[config.mk]
export PLATFORM = sky130hd
export DESIGN_NAME = dino_game_ctrl
export DESIGN_NICKNAME = d
export VERILOG_FILES = /design/src/rtl/dino_pkg.sv /design/src/rtl/dino_score_cnt.sv /design/src/rtl/dino_game_ctrl.sv
export SDC_FILE = /design/constraint.sdc
export NUM_CORES = 1
export LEC_CHECK = 0
export CAP_MARGIN = 10
export CORE_MARGIN = 1
export CORE_UTILIZATION = 50
export DETAILED_ROUTE_END_ITERATION = 8
export PLACE_DENSITY = 0.84
export SYNTH_ARGS = -nofsm -noshare
export SYNTH_HDL_FRONTEND = slang
export SYNTH_SLANG_ARGS = --single-unit
[constraint.sdc]
create_clock -name clk -period 6.01 [get_ports clk]
set_input_delay 0.9015 -clock clk [delete_from_list [all_inputs] [get_ports clk]]
set_output_delay 0.9015 -clock clk [all_outputs]
set_load 0.05 [all_outputs]
[src/rtl/dino_pkg.sv]
// Shared definitions for the dino runner game controller.
// Holds the state encoding, coordinate/velocity widths and the default
// playfield constants used by dino_game_ctrl and dino_score_cnt.
package dino_pkg;

    localparam int unsigned COORD_W = 10;
    localparam int unsigned VEL_W   = 6;
    localparam int unsigned SCORE_W = 14;

    localparam int unsigned GROUND_Y_DEF  = 400;
    localparam int unsigned SCREEN_W_DEF  = 640;
    localparam int unsigned SCORE_MAX_DEF = 9999;

    typedef enum logic [1:0] {
        ST_IDLE = 2'd0,
        ST_RUN  = 2'd1,
        ST_JUMP = 2'd2,
        ST_DEAD = 2'd3
    } state_t;

endpackage

[src/rtl/dino_score_cnt.sv]
// Frame divider plus saturating score counter.
// Ports:
//   clk     - system clock
//   rst     - synchronous active-high reset
//   clear   - zero both divider and score (start of a new run)
//   advance - one counted frame; every SCORE_DIV advances bump the score
//   score   - registered binary score, saturates at SCORE_MAX
module dino_score_cnt
    import dino_pkg::*;
#(
    parameter int unsigned SCORE_DIV = 6,
    parameter int unsigned SCORE_MAX = SCORE_MAX_DEF
) (
    input  logic               clk,
    input  logic               rst,
    input  logic               clear,
    input  logic               advance,
    output logic [SCORE_W-1:0] score
);

    localparam int unsigned DIV_W = (SCORE_DIV > 1) ? $clog2(SCORE_DIV) : 1;

    logic [DIV_W-1:0]   r_div;
    logic [SCORE_W-1:0] r_score;

    always_ff @(posedge clk) begin
        if (rst || clear) begin
            r_div   <= '0;
            r_score <= '0;
        end else if (advance) begin
            if (r_div == DIV_W'(SCORE_DIV - 1)) begin
                // Divider keeps cycling after the score has saturated.
                r_div <= '0;
                if (r_score != SCORE_W'(SCORE_MAX)) begin
                    r_score <= r_score + 1'b1;
                end
            end else begin
                r_div <= r_div + 1'b1;
            end
        end
    end

    assign score = r_score;

endmodule

[src/rtl/dino_game_ctrl.sv]
// Per-frame game sequencer for the dino runner: jump physics, ground scroll,
// score and collision handling through IDLE/RUN/JUMP/DEAD.
// Ports:
//   clk, rst   - clock, synchronous active-high reset
//   frame_tick - one-cycle pulse per frame; gates all per-frame updates
//   jump       - one-cycle button pulse
//   hit        - dino/obstacle pixel overlap at the current pixel
//   dino_y     - dino top y (registered)
//   ground_x   - ground scroll offset 0..SCREEN_W-1 (registered)
//   score      - binary score 0..SCORE_MAX (registered)
//   state      - IDLE=0 RUN=1 JUMP=2 DEAD=3 (registered)
//   dead       - high in DEAD (registered)
module dino_game_ctrl
    import dino_pkg::*;
#(
    parameter int unsigned GROUND_Y     = GROUND_Y_DEF,
    parameter int unsigned JUMP_V0      = 16,
    parameter int unsigned GRAVITY      = 1,
    parameter int unsigned SCROLL_SPEED = 4,
    parameter int unsigned SCREEN_W     = SCREEN_W_DEF,
    parameter int unsigned SCORE_DIV    = 6,
    parameter int unsigned SCORE_MAX    = SCORE_MAX_DEF
) (
    input  logic               clk,
    input  logic               rst,
    input  logic               frame_tick,
    input  logic               jump,
    input  logic               hit,
    output logic [COORD_W-1:0] dino_y,
    output logic [COORD_W-1:0] ground_x,
    output logic [SCORE_W-1:0] score,
    output logic [1:0]         state,
    output logic               dead
);

    state_t                    r_state, w_state_nxt;
    logic [COORD_W-1:0]        r_dino_y, w_dino_y_nxt;
    logic [COORD_W-1:0]        r_ground_x, w_ground_x_nxt;
    logic signed [VEL_W-1:0]   r_vel, w_vel_nxt;
    logic                      r_jump_pend, w_jump_pend_nxt;
    logic                      r_hit_sticky, w_hit_sticky_nxt;
    logic                      r_dead, w_dead_nxt;

    logic                      w_active;
    logic                      w_collide;
    logic                      w_score_clr;
    logic                      w_score_adv;
    logic [COORD_W:0]          w_gx_sum;
    logic signed [COORD_W:0]   w_vel_ext;
    logic signed [COORD_W:0]   w_y_next;
    logic [SCORE_W-1:0]        w_score;

    assign w_active  = (r_state == ST_RUN) || (r_state == ST_JUMP);
    // A hit anywhere in the frame (latched) or on the tick cycle itself counts.
    assign w_collide = w_active && frame_tick && (r_hit_sticky || hit);
    assign w_gx_sum  = {1'b0, r_ground_x} + (COORD_W+1)'(SCROLL_SPEED);
    assign w_vel_ext = {{(COORD_W+1-VEL_W){r_vel[VEL_W-1]}}, r_vel};
    assign w_y_next  = $signed({1'b0, r_dino_y}) - w_vel_ext;

    always_ff @(posedge clk) begin
        if (rst) begin
            r_state      <= ST_IDLE;
            r_dino_y     <= COORD_W'(GROUND_Y);
            r_ground_x   <= '0;
            r_vel        <= '0;
            r_jump_pend  <= 1'b0;
            r_hit_sticky <= 1'b0;
            r_dead       <= 1'b0;
        end else begin
            r_state      <= w_state_nxt;
            r_dino_y     <= w_dino_y_nxt;
            r_ground_x   <= w_ground_x_nxt;
            r_vel        <= w_vel_nxt;
            r_jump_pend  <= w_jump_pend_nxt;
            r_hit_sticky <= w_hit_sticky_nxt;
            r_dead       <= w_dead_nxt;
        end
    end

    always_comb begin
        w_state_nxt      = r_state;
        w_dino_y_nxt     = r_dino_y;
        w_ground_x_nxt   = r_ground_x;
        w_vel_nxt        = r_vel;
        w_jump_pend_nxt  = r_jump_pend;
        w_hit_sticky_nxt = (w_active && !frame_tick) ? (r_hit_sticky || hit) : 1'b0;
        w_score_clr      = 1'b0;
        w_score_adv      = 1'b0;

        case (r_state)
            ST_IDLE: begin
                if (jump) begin
                    w_state_nxt    = ST_RUN;
                    w_ground_x_nxt = '0;
                    w_score_clr    = 1'b1;
                end
            end
            ST_RUN, ST_JUMP: begin
                if (frame_tick) begin
                    if (w_collide) begin
                        w_state_nxt     = ST_DEAD;
                        w_jump_pend_nxt = 1'b0;
                    end else begin
                        w_ground_x_nxt = COORD_W'((w_gx_sum >= (COORD_W+1)'(SCREEN_W)) ?
                                                  (w_gx_sum - (COORD_W+1)'(SCREEN_W)) : w_gx_sum);
                        w_score_adv    = 1'b1;
                        if (r_state == ST_RUN) begin
                            if (r_jump_pend || jump) begin
                                w_state_nxt     = ST_JUMP;
                                w_vel_nxt       = $signed(VEL_W'(JUMP_V0));
                                w_jump_pend_nxt = 1'b0;
                            end
                        end else if ((r_vel < 0) &&
                                     (w_y_next >= $signed((COORD_W+1)'(GROUND_Y)))) begin
                            w_state_nxt  = ST_RUN;
                            w_dino_y_nxt = COORD_W'(GROUND_Y);
                            w_vel_nxt    = '0;
                        end else begin
                            w_dino_y_nxt = COORD_W'(w_y_next);
                            w_vel_nxt    = r_vel - $signed(VEL_W'(GRAVITY));
                        end
                    end
                end else if ((r_state == ST_RUN) && jump) begin
                    w_jump_pend_nxt = 1'b1;
                end
            end
            ST_DEAD: begin
                if (jump) begin
                    w_state_nxt  = ST_IDLE;
                    w_dino_y_nxt = COORD_W'(GROUND_Y);
                    w_vel_nxt    = '0;
                end
            end
            default: w_state_nxt = ST_IDLE;
        endcase

        w_dead_nxt = (w_state_nxt == ST_DEAD);
    end

    dino_score_cnt #(
        .SCORE_DIV (SCORE_DIV),
        .SCORE_MAX (SCORE_MAX)
    ) u_score (
        .clk     (clk),
        .rst     (rst),
        .clear   (w_score_clr),
        .advance (w_score_adv),
        .score   (w_score)
    );

    assign dino_y   = r_dino_y;
    assign ground_x = r_ground_x;
    assign score    = w_score;
    assign state    = r_state;
    assign dead     = r_dead;

endmodule

==> results.json, run 1 <==
{
  "layoutNonFillerInstCount": 486,
  "path_cells": "clkdlybuf4s50_1, a2111oi_0, o21ai_2, o21ai_0",
  "port-buffer-count": 39,
  "cts_tree": "done",
  "synth_common_cells": "52 x nor2_1, 46 x dfxtp_1, 32 x nand2_1",
  "hold_slack_ns": 0.492,
  "timing.critical_path.max_delay_family": "compound AO/OA/AOI/OAI gates",
  "cpPeakStageDelay_ns": 0.93,
  "cts_max_level": 2,
  "post_synthesis_cells": 377,
  "cellPowerDensity_mw_per_mm2": 191,
  "groute.usage.overall": 0.203,
  "overflow": 0,
  "outcome": "complete, no violations",
  "layout.core_utilization": 0.600,
  "die_w_um": 80.2,
  "ctsRootBufferMaster": "clkbuf_8",
  "numCtsBuffers": 5,
  "postSynthRegisterBits": 46,
  "route.antenna.remaining_nets": 0,
  "setup-tns-final_ns": 0,
  "synthDominantCellAreaShare": 0.301,
  "postCtsHoldBufs": 0,
  "clock_latency_reported_for_the_late_side_of_the_worst_skew_pair_ns": 0.29,
  "grt_start_max_net_pins": 22,
  "setup.worst_path.class": "in -> reg",
  "gp_congestion": 0.954,
  "dr_total_vias": 2795,
  "timing.critical_path.to_type": "flop",
  "number_of_global_route_vias_before_repair": 2512,
  "crit_slowest_cell": "a2111oi_0",
  "route.detailed.drc": 0,
  "async_flop_share": 0,
  "post-cts-setup-buffer-count": 0,
  "place.detailed.hpwl_um": 4770,
  "post-route-min-period_ns": 2.96,
  "nNetsFinal": 435,
  "layout-drive-gt1-share": 0.0754,
  "number_of_setup_violations_in_the_final_report": 0,
  "post_synth.cell_area_avg_um2": 8.11,
  "worst_slew_pin_slew_ns": 0.865,
  "netlist_area_mm2": 0.00306,
  "yosysTopAreaCell": "dfxtp_1",
  "layout_worst_path_cycle_share": 0.493,
  "rsz0062_at_grt": "false",
  "drtPass1Iterations": 4,
  "critPathRequiredTime_ns": 6.21,
  "drv.max_cap_violation_count": 0,
  "synth_sequential_area_ratio": 0.301,
  "totalWireLength_um": 6240,
  "clock_pin_transition_on_the_worst_setup_and_hold_timing_paths_ns": 0.08,
  "grt_antenna_before_repair": 0,
  "instance_count_after_placement_with_tap_cells_included": 479,
  "yosysUniqueCellTypes": 70,
  "cp.buffers_inverters": 1,
  "first_pass_grt_wire_length_um": 10600,
  "ys_warn_count": 0,
  "number_of_placement_rows": 28,
  "floorplan.core_area_mm2": 0.00592,
  "clock_sink_count": 46,
  "main_flop_type_after_synthesis": "dfxtp_1",
  "antenna_cells_inserted": 0,
  "count_of_cells_resized_by_post_cts_repair": 0,
  "critical_path.max_fanout": 21,
  "top_level_i_o_count": 42,
  "max-slew-margin-rel": 0.409,
  "areaGrowthSynthToFinish_pct": 16.1,
  "max-clock-path-buffers": 2,
  "die_height_um": 80.2,
  "routed_wire_length_per_instance_um": 12.8,
  "design.die.area_mm2": 0.00643,
  "synth_most_common_cell": "nor2_1",
  "drt_iter0_markers": 127,
  "cp.arrival_ns": 3.17,
  "peakVddDrop_v": 0.000141,
  "report.final.slew_viol_count": 0,
  "worstSetupStartpointType": "input port",
  "r2r_slack_ns": 3.29,
  "viasPerCell": 5.75,
  "synth_area_leaders": "dfxtp_1 30%, ha_1 7.4%, nor2_1 6.4%, nand2_1 3.9%, a21oi_1 3.8%",
  "fin_skew_ns": 0.00716,
  "timing.final.hold_violations": 0,
  "cellLeakagePower_nw": 1.31,
  "fmax_mhz": 338,
  "edff_count_synth": 0,
  "start_util": 0.516,
  "hold_crit_class": "reg -> reg"
}
[worst paths after layout]
| kind | startpoint | endpoint | cells after the start |
|---|---|---|---|
| max reg2reg | state[0]$_SDFF_PP0_ | u_score.score[12]$_SDFFE_PP0P_ | 9 |
| min | dino_y[2]$_SDFFE_PP0P_ | dino_y[2]$_SDFFE_PP0P_ | 2 |
| min reg2reg | dino_y[2]$_SDFFE_PP0P_ | dino_y[2]$_SDFFE_PP0P_ | 2 |
| max | rst | dino_y[5]$_SDFFE_PP0P_ | 4 |
[layout make-up]
class	instances	area (um2)
timing repair buffer	39	390
inverter	21	78.8
sequential	46	921
tap	75	93.8
fill	540	2370
clock buffer	5	68.8
clock inverter	2	10.0
multi-input combinational	298	1990
[state kept, by name (all words and copies together), names as in the netlist]
name and cells:
u_score.r_div 3, dino_y 10, dead 1, r_jump_pend 1
state 2, r_vel 6, r_hit_sticky 1, ground_x 8
u_score.score 14
[worst register-to-register path, cell delays in order (launching register included)]
cell and delay, ns:
dfxtp_1 0.51, inv_1 0.14, ha_1 0.46, and4bb_2 0.36
nand2_1 0.14, and3b_1 0.37, nand2_1 0.15, nor3_1 0.25
xnor2_1 0.15, nor2_1 0.06
[power breakdown]
group	leakage, nW	switching [mW]	internal, mW
registers	0.371	0.00795	0.311
logic	0.891	0.113	0.0684
clock network	0.0438	0.0992	0.0782
[per-stage QoR]
stage               total power, mW  instance area, um2  setup slack, ns
floorplan                     0.474                3060             3.18
global placement              0.501                3470             3.00
detailed placement            0.506                3470             2.85
CTS                           0.680                3550             3.12
global route                  0.714                3550             2.97
finish                        0.678                3550             3.05
[routing by layer]
layer | vias up | track usage | wire (um)
li1 | 1415 | - | -
met1 | 1304 | 0.263 | 2970
met2 | 70 | 0.344 | 2960
met3 | 6 | 0.0352 | 258
met4 | 0 | 0.0554 | 46
met5 | - | 0 | 0
[layout by cell type (no fill, tap or decap), drive strengths merged, types with 2 or more instances in the layout]
cell type      synthesis  layout
nand2b                 7       7
o211ai                 3       3
ha                    18      18
o22ai                  5       5
nor3b                  3       3
a21oi                 26      26
o21ai                 21      21
nor3                  18      18
mux2i                  3       3
a211oi                 3       3
clkinv                 0       2
nor4                   7       7
clkdlybuf4s50          0      39
and3                   4       4
a31oi                  5       5
xor2                  11      11
dfxtp                 46      46
nor2                  53      53
inv                   21      21
xnor2                 12      12
nand2                 32      32
nand3                 11      11
nor2b                  5       5
and2                   4       4
conb                   1       2
o22a                   4       4
o221ai                 2       2
a22oi                  3       3
nand4                  7       7
or3                    5       5
a21o                   2       2
clkbuf                 5       5
a2111oi                2       2
[cells by family (layout without fill, tap and decap cells)]
kind of cell,count (synthesis),after routing,synth area share
AOI/OAI and AO/OA,88,88,0.218
xor gates and xnor gates,23,23,0.0708
adders and majority gates,19,19,0.0802
buffers and inverters,34,67,0.0503
DFF,46,46,0.301
muxes,3,3,0.00982
other,1,2,0.00123
and+or+nand+nor,163,163,0.268
Power figures use the tool's default switching activity.
==> inputs of run 2 (changes only) <==
clock period = 3.1 ns   (was 6.01 ns; I/O delays follow)
==> run 2 against run 1 <==
Routed wire length increased by 4.4%; largest cell class unchanged; design area increased by 1.1%; via count is 0.50% lower; largest power group unchanged; critical path type is now reg -> reg.
==> results.json, run 2 (synthesis gave the netlist of run 1 again) <==
{
  "crit_slowest_cell": "dfxtp_1",
  "totalWireLength_um": 6510,
  "postCtsHoldBufs": 0,
  "timing.final.hold_violations": 0,
  "count_of_cells_resized_by_post_cts_repair": 0,
  "nNetsFinal": 438,
  "max-clock-path-buffers": 2,
  "design.die.area_mm2": 0.00643,
  "critPathMostFrequentCell": "nand2_1",
  "path_cells": "inv_1, ha_1, and4bb_2, nand2_1, and3b_1, nand2_1, or3_1, a21oi_1",
  "reg2reg_depth": 8,
  "peakVddDrop_v": 0.000205,
  "min-delay-start": "dino_y[6]$_SDFFE_PP0P_",
  "cpPeakStageDelay_ns": 0.50,
  "cts_max_level": 2,
  "routed_wire_length_per_instance_um": 13.3,
  "groute.usage.overall": 0.214,
  "areaGrowthSynthToFinish_pct": 17.3,
  "fmax_mhz": 365,
  "route.antenna.remaining_nets": 0,
  "critPathCapture": "u_score.score[8]$_SDFFE_PP0P_",
  "floorplan.core_area_mm2": 0.00592,
  "gp_congestion": 0.898,
  "final_critical_path_setup_slack_ns": 0.359,
  "area_taken_by_multi_input_logic_gates_mm2": 0.00199,
  "hold_crit_class": "reg -> reg",
  "critical_path.max_fanout": 11,
  "number_of_global_route_vias_before_repair": 2451,
  "number_of_setup_violations_in_the_final_report": 0,
  "worstSetupStartpointType": "flop",
  "dr_total_vias": 2781,
  "area.sequential_um2": 921,
  "layout-drive-gt1-share": 0.0843,
  "regToRegEndpoint": "u_score.score[8]$_SDFFE_PP0P_",
  "grt_start_max_net_pins": 21,
  "layout_worst_path_cycle_share": 0.884,
  "cp.buffers_inverters": 1,
  "place.detailed.hpwl_um": 4930,
  "die_w_um": 80.2,
  "numCtsBuffers": 5,
  "timing.critical_path.to_type": "flop",
  "critPathRequiredTime_ns": 3.34,
  "postLayoutCellArea_mm2": 0.00359,
  "layout_commonest_cell": "nor2_1",
  "cellLeakagePower_nw": 1.32,
  "clock_pin_transition_on_the_worst_setup_and_hold_timing_paths_ns": 0.10,
  "antenna_cells_inserted": 0,
  "cp-startpoint": "state[0]$_SDFF_PP0_",
  "port-buffer-count": 39,
  "drt_iter0_markers": 187,
  "clock_sink_count": 46,
  "number_of_placement_rows": 28,
  "post_dp_cell_area_mm2": 0.00349,
  "first_pass_grt_wire_length_um": 11000,
  "report.final.slew_viol_count": 0,
  "cts_tree": "done",
  "start_util": 0.516,
  "overflow": 0,
  "viasPerCell": 5.68,
  "hold_slack_ns": 0.495,
  "cellPowerDensity_mw_per_mm2": 380,
  "drv.max_cap_violation_count": 0,
  "fin_skew_ns": 0.00501,
  "max-slew-margin-rel": 0.625,
  "post-route-min-period_ns": 2.74,
  "most-common-layout-cells": "52 x nor2_1, 46 x dfxtp_1, 39 x clkdlybuf4s50_1",
  "timing.critical_path.max_delay_family": "simple AND/OR/NAND/NOR gates",
  "reg2reg_start": "state[0]$_SDFF_PP0_",
  "largest_register_ff_count": 14,
  "rsz0062_at_grt": "false",
  "post-cts-setup-buffer-count": 0,
  "clock_latency_reported_for_the_late_side_of_the_worst_skew_pair_ns": 0.31,
  "route.detailed.drc": 0,
  "worst_slew_pin_slew_ns": 0.562,
  "die_height_um": 80.2,
  "worstSetupPathDepth": 8,
  "setup-tns-final_ns": 0,
  "setup.worst_path.class": "reg -> reg",
  "grt_antenna_before_repair": 0,
  "holdPathStages": 2,
  "placement.setup.worst_slack_ns": 0.414,
  "drtPass1Iterations": 4,
  "top_level_i_o_count": 42,
  "n_fill_cell": 494,
  "outcome": "complete, no violations",
  "r2r_slack_ns": 0.36,
  "cp.arrival_ns": 2.98,
  "ctsRootBufferMaster": "clkbuf_8"
}
## run 2: changes by cell type in the layout (fill, tap and decap cells not counted), sizes merged
| cell | delta |
|---|---|
| buf | +3 |
| clkinvlp | +1 |
| clkinv | -1 |
| inv | +1 |
## run 2: worst register-to-register path, stage by stage, from the launching register on
cell	delay, ns
dfxtp_1	0.50
inv_1	0.13
ha_1	0.48
and4bb_2	0.37
nand2_1	0.15
and3b_1	0.38
nand2_1	0.14
or3_1	0.37
a21oi_1	0.15
## run 2: how the worst min path moves through the flow
stage | endpoint | slack (ns)
floorplan | r_jump_pend$_SDFFE_PP0P_ | 0.47
global placement | dino_y[6]$_SDFFE_PP0P_ | 0.47
detailed placement | dino_y[5]$_SDFFE_PP0P_ | 0.48
CTS | dino_y[6]$_SDFFE_PP0P_ | 0.50
finish | dino_y[6]$_SDFFE_PP0P_ | 0.49
global route | dino_y[2]$_SDFFE_PP0P_ | 0.53
## run 2: cell type report
class | count | share of cell area
Clock inverter | 3 | 0.00698
Clock buffer | 5 | 0.0192
Multi-Input combinational cell | 298 | 0.554
Timing Repair Buffer | 42 | 0.115
Inverter | 21 | 0.0220
Sequential cell | 46 | 0.257
Tap cell | 75 | 0.0262
## run 2: power breakdown
group	internal (mW)	switching (mW)	total [mW]
registers	0.603	0.0147	0.617
logic	0.135	0.220	0.355
clock network	0.163	0.229	0.392
total	0.901	0.464	1.36
## run 2: stage by stage
step	std cells	total power, mW	util
final	490	1.36	0.606
after global routing	490	1.44	0.606
after global placement	482	0.974	0.590
after detailed placement	482	0.984	0.590
after floorplan	378	0.920	-
after CTS	490	1.37	0.606
## run 2: metal layers
layer	wire, um	global-route usage	vias to the layer above
met5	0	0	-
met4	108	0.0714	0
met3	306	0.0341	12
met2	3020	0.341	92
met1	3070	0.292	1251
li1	-	-	1426
